<file path="src/rtl/uart_mult_responder.sv">
// UART-side command responder: collects operand bytes A and B from the UART
// receiver, launches one multiply, and returns the 16-bit product big-endian
// as two bytes through the UART transmitter handshake.
module uart_mult_responder #(
    parameter int OPERAND_W      = 8,
    parameter int TIMEOUT_CYCLES = 1024
) (
    input  logic                   clk_int,
    input  logic                   uart_reset,
    input  logic [7:0]             rx_data,
    input  logic                   rx_valid,
    input  logic                   tx_ready,
    output logic                   tx_start,
    output logic [7:0]             tx_data,
    output logic [OPERAND_W-1:0]   mult_a,
    output logic [OPERAND_W-1:0]   mult_b,
    output logic                   mult_start,
    input  logic                   mult_done,
    input  logic [2*OPERAND_W-1:0] mult_result,
    output logic                   busy,
    output logic                   frame_err,
    output logic                   overrun
);

    localparam int CNT_W = (TIMEOUT_CYCLES > 1) ? $clog2(TIMEOUT_CYCLES) : 1;
    localparam logic [CNT_W-1:0] CNT_LAST = CNT_W'(TIMEOUT_CYCLES - 1);

    typedef enum logic [3:0] {
        IDLE,
        WAIT_B,
        LAUNCH,
        MWAIT,
        TX_HI,
        TX_HI_W,
        TX_LO,
        TX_LO_W
    } state_t;

    state_t                   state_q, state_d;
    logic [CNT_W-1:0]         cnt_q, cnt_d;
    logic [OPERAND_W-1:0]     a_q, a_d;
    logic [OPERAND_W-1:0]     b_q, b_d;
    logic [2*OPERAND_W-1:0]   res_q, res_d;
    logic                     mult_start_q, mult_start_d;
    logic                     overrun_q, overrun_d;

    // Control state, operands and registered strobes; reset aborts any transaction.
    always_ff @(posedge clk_int) begin
        if (uart_reset) begin
            state_q      <= IDLE;
            cnt_q        <= '0;
            a_q          <= '0;
            b_q          <= '0;
            mult_start_q <= 1'b0;
            overrun_q    <= 1'b0;
        end else begin
            state_q      <= state_d;
            cnt_q        <= cnt_d;
            a_q          <= a_d;
            b_q          <= b_d;
            mult_start_q <= mult_start_d;
            overrun_q    <= overrun_d;
        end
    end

    // Product holding register; only read while the FSM is in a TX state.
    always_ff @(posedge clk_int) begin
        res_q <= res_d;
    end

    // Next-state logic and Moore/Mealy outputs of the command FSM.
    always_comb begin
        state_d      = state_q;
        cnt_d        = cnt_q;
        a_d          = a_q;
        b_d          = b_q;
        res_d        = res_q;
        frame_err    = 1'b0;
        tx_start     = 1'b0;
        tx_data      = 8'h00;
        // mult_start is registered off LAUNCH so it lands two cycles after byte B.
        mult_start_d = (state_q == LAUNCH);
        // Bytes arriving while a multiply/response is in flight are dropped and flagged.
        overrun_d    = rx_valid && (state_q != IDLE) && (state_q != WAIT_B);

        case (state_q)
            IDLE: begin
                if (rx_valid) begin
                    a_d     = rx_data;
                    cnt_d   = '0;
                    state_d = WAIT_B;
                end
            end
            WAIT_B: begin
                // A byte arriving on the timeout cycle takes priority over the timeout.
                if (rx_valid) begin
                    b_d     = rx_data;
                    state_d = LAUNCH;
                end else if (cnt_q == CNT_LAST) begin
                    frame_err = 1'b1;
                    state_d   = IDLE;
                end else begin
                    cnt_d = cnt_q + 1'b1;
                end
            end
            LAUNCH: begin
                // A result arriving this early is still captured.
                if (mult_done) begin
                    res_d   = mult_result;
                    state_d = TX_HI;
                end else begin
                    state_d = MWAIT;
                end
            end
            MWAIT: begin
                if (mult_done) begin
                    res_d   = mult_result;
                    state_d = TX_HI;
                end
            end
            TX_HI: begin
                tx_start = 1'b1;
                tx_data  = res_q[2*OPERAND_W-1:OPERAND_W];
                if (!tx_ready) state_d = TX_HI_W;
            end
            TX_HI_W: begin
                tx_data = res_q[2*OPERAND_W-1:OPERAND_W];
                if (tx_ready) state_d = TX_LO;
            end
            TX_LO: begin
                tx_start = 1'b1;
                tx_data  = res_q[OPERAND_W-1:0];
                if (!tx_ready) state_d = TX_LO_W;
            end
            TX_LO_W: begin
                tx_data = res_q[OPERAND_W-1:0];
                if (tx_ready) state_d = IDLE;
            end
            default: begin
                state_d = IDLE;
            end
        endcase
    end

    assign mult_a     = a_q;
    assign mult_b     = b_q;
    assign mult_start = mult_start_q;
    assign overrun    = overrun_q;
    assign busy       = (state_q != IDLE);

endmodule
</file>
<file path="config.mk">
export PLATFORM = sky130hd
export DESIGN_NAME = uart_mult_responder
export DESIGN_NICKNAME = d
export VERILOG_FILES = /design/src/rtl/uart_mult_responder.sv
export SDC_FILE = /design/constraint.sdc
export NUM_CORES = 1
export LEC_CHECK = 0
export ABC_AREA = 1
export ABC_CLOCK_PERIOD_IN_PS = 1820
export BUFFER_PORTS_ARGS = -buffer_cell sky130_fd_sc_hd__buf_4
export CAP_MARGIN = 20
export CORE_AREA = 5 5 71 73
export DETAILED_ROUTE_END_ITERATION = 8
export DIE_AREA = 0 0 76 78
export GPL_TIMING_DRIVEN = 0
export MAX_ROUTING_LAYER = met4
export PLACE_DENSITY_LB_ADDON = 0.2
export SYNTH_ARGS = -nofsm -noshare
export SYNTH_HDL_FRONTEND = slang
export SYNTH_SLANG_ARGS = --single-unit
</file>
<file path="constraint.sdc">
create_clock -name clk_int -period 1.82 [get_ports clk_int]
set_input_delay 0.364 -clock clk_int [delete_from_list [all_inputs] [get_ports clk_int]]
set_output_delay 0.364 -clock clk_int [all_outputs]
set_load 0.02 [all_outputs]
</file>
==> flow_summary.toml <==
[status]
outcome = "complete, no violations"

[setup_path]
worstPathRequired_ps = 1460
critical_path_arrival_ps = 1410
crit_type = "register to output port"
worstPathMaxFanout = 5
end_kind = "output port"
start_kind = "register"

[placement]
dp_hpwl_um = 3510
place_area_sq_um = 2640
dp_slack_ps = 110
io_buffers = 56
gp_congestion = 0.805

[detailed_routing]
drc = 0
drt-total-wl_um = 4960
met3_length_um = 267
drt-met1-wl_um = 2270
antenna_left = 0
dr.pass1.iters = 4
dr.max_layer_used = "met4"
wl_met2_um = 2370
drt-initial-drc-count = 129
wl_per_cell_um = 12.8
vias = 1937
vias_per_cell = 4.98

[yosys]
synth_area_sq_um = 2150
ys_warn_count = 0
syn-num-nets = 297
ys_ff_latch = 47
synth.avg_cell_area_sq_um = 8.04
netlist_instances = 267
ys_seq_area_share_pct = 51.3
yosysUniqueCellTypes = 29

[clock_tree]
clk_pin_slew_ps = 90
cts_tree = "built"
root_buffer = "clkbuf_8"
clock_latency_ps = 290
cts_buffers = 5
cts.sinks = 47
cts_hold_buf = 0
clockBufferDepth = 2
cts_max_level = 2

[die]
rows = 24
start_util_pct = 50.0
core_sq_um = 4290
fp.dieH_um = 78
die_width_um = 76
die_area_sq_um = 5930
io_pins = 58

[pwr]
leakagePower_uw = 0.00124
irDropWorstVdd_mv = 0.799
powerDensity_nw_per_um2 = 1270
p_total_uw = 3610

[finish]
fin_nets = 366
drive_gt1_share_pct = 31.5
area_growth_syn_to_layout_pct = 32.5
finish.utilization_pct = 66.3
diodes = 0
nFillCells = 371
fin_area_sq_um = 2850

[grt]
antenna_found_initial = 0
grt_max_degree = 15
grt_overflow_total = 0
globalRouteTotalUtil_pct = 17.1
grt_pass1_vias = 1856
grt_pass1_wl_um = 8220

[sta]
relSlewSlack_pct = 64.1
worst_slack_ps = 50.7
finalHoldViolCount = 0
setup-violations-final = 0
grt_setup_unrepaired = "yes"
finalCritPeriodShare_pct = 97.2
max_freq_mhz = 565
finalClockSkew_ps = 7.19
worst_slew_pin_slew_ps = 538
fin_crit_ps = 1770
setup-tns-final_ps = 0
maxSlewViolCount = 0

[worst_hold_path]
hold_class = "input port to register"

[flow_run]
drv_cap = 0
## synth_stat cells (all sizes together)
cell type	n	area (sq um)
nand3	18	105
o211ai	1	7.51
nor2	59	269
o22ai	1	6.26
dfxtp	31	621
clkbuf	3	11.3
nand4	3	33.8
nor3b	2	15.0
clkinv	1	3.75
a21oi	19	95.1
ha	1	12.5
o21ai	19	95.1
nand2	60	245
xnor2	1	8.76
nor3	3	15.0
buf	6	33.8
inv	23	88.8
edfxtp	16	480
## path summary, 6_finish.rpt
kind	from	slack, ps	cells after the start	end
worst min register to register	mult_a[1]	460	2	mult_a[1]
worst max-delay path	cnt_q[0]	50	6	frame_err
worst min-delay path	mult_result[5]	240	1	res_q[5]
worst max register to register	cnt_q[0]	320	9	cnt_q[2]
## flip-flops by register name (all words and copies together), names as in the netlist
signal      cells
overrun         1
mult_a          8
state_q         3
mult_b          8
mult_start      1
cnt_q          10
res_q          16
## through the flow
stage,std cells,hold WS [ps]
floorplan,267,450
global placement,375,449
detailed placement,376,453
CTS,386,238
global route,389,228
finish,389,243
## routing by layer
layer,up-vias,track usage [%]
li1,1003,-
met1,874,20.2
met2,53,28.3
met3,7,4.51
met4,0,5.69
met5,-,-
## repair_timing
item / 4_1_cts / 5_1_grt
gates resized for setup: 8 / 11
buffers inserted: 2 / 3
gates cloned: 0 / 0
setup endpoints to repair: 10 / 9
pin swaps: 2 / 5
## cells in the final DEF (no fill, tap or decap), types with 2 or more instances in the layout
cell type	count
nand2_4	2
nand2_2	5
nand2_1	53
inv_1	18
dfxtp_2	3
o21ai_0	16
dfxtp_1	26
edfxtp_1	16
dfxtp_4	2
nor3_1	2
inv_4	2
a21oi_1	19
nand3_1	15
o21ai_1	3
clkbuf_1	3
nand4_1	2
inv_2	4
nand3_2	3
nor3b_1	2
clkbuf_8	6
nor2_1	52
nor2_4	6
buf_4	65
## critical path: stages (launching register included)
cell and delay [ps]:
dfxtp_4 390, ha_4 150, nand2_4 50, nor2_4 110, nand3_2 90, nor3_2 160, buf_4 160
## cells by family (layout without fill, tap and decap cells)
| logic type | Yosys count | in the layout | share of synthesized area (%) |
|---|---|---|---|
| flops | 47 | 47 | 51.3 |
| xor+xnor | 1 | 1 | 0.408 |
| buf+inv | 33 | 103 | 6.41 |
| compound gates | 40 | 40 | 9.50 |
| simple gates | 145 | 145 | 31.8 |
| fa+ha+maj | 1 | 1 | 0.583 |
## report_power, final
group | internal (uW) | leakage [uW] | switching, uW
sequential | 1280 | 0.000401 | 99.0
combinational | 526 | 0.000780 | 915
clock | 445 | 0.0000612 | 345
total | 2250 | 0.00124 | 1360
## final cells by class
| type | instances | area (sq um) | area share (%) |
|---|---|---|---|
| timing repair buffer | 62 | 465 | 16.4 |
| multi-input combinational | 187 | 933 | 32.8 |
| clock inverter | 2 | 35.0 | 1.23 |
| buffer | 9 | 56.3 | 1.98 |
| tap | 52 | 65.1 | 2.29 |
| inverter | 24 | 95.1 | 3.34 |
| sequential | 47 | 1110 | 39.1 |
| clock buffer | 6 | 82.6 | 2.90 |
Note: power is estimated with default switching activity, not from simulation.
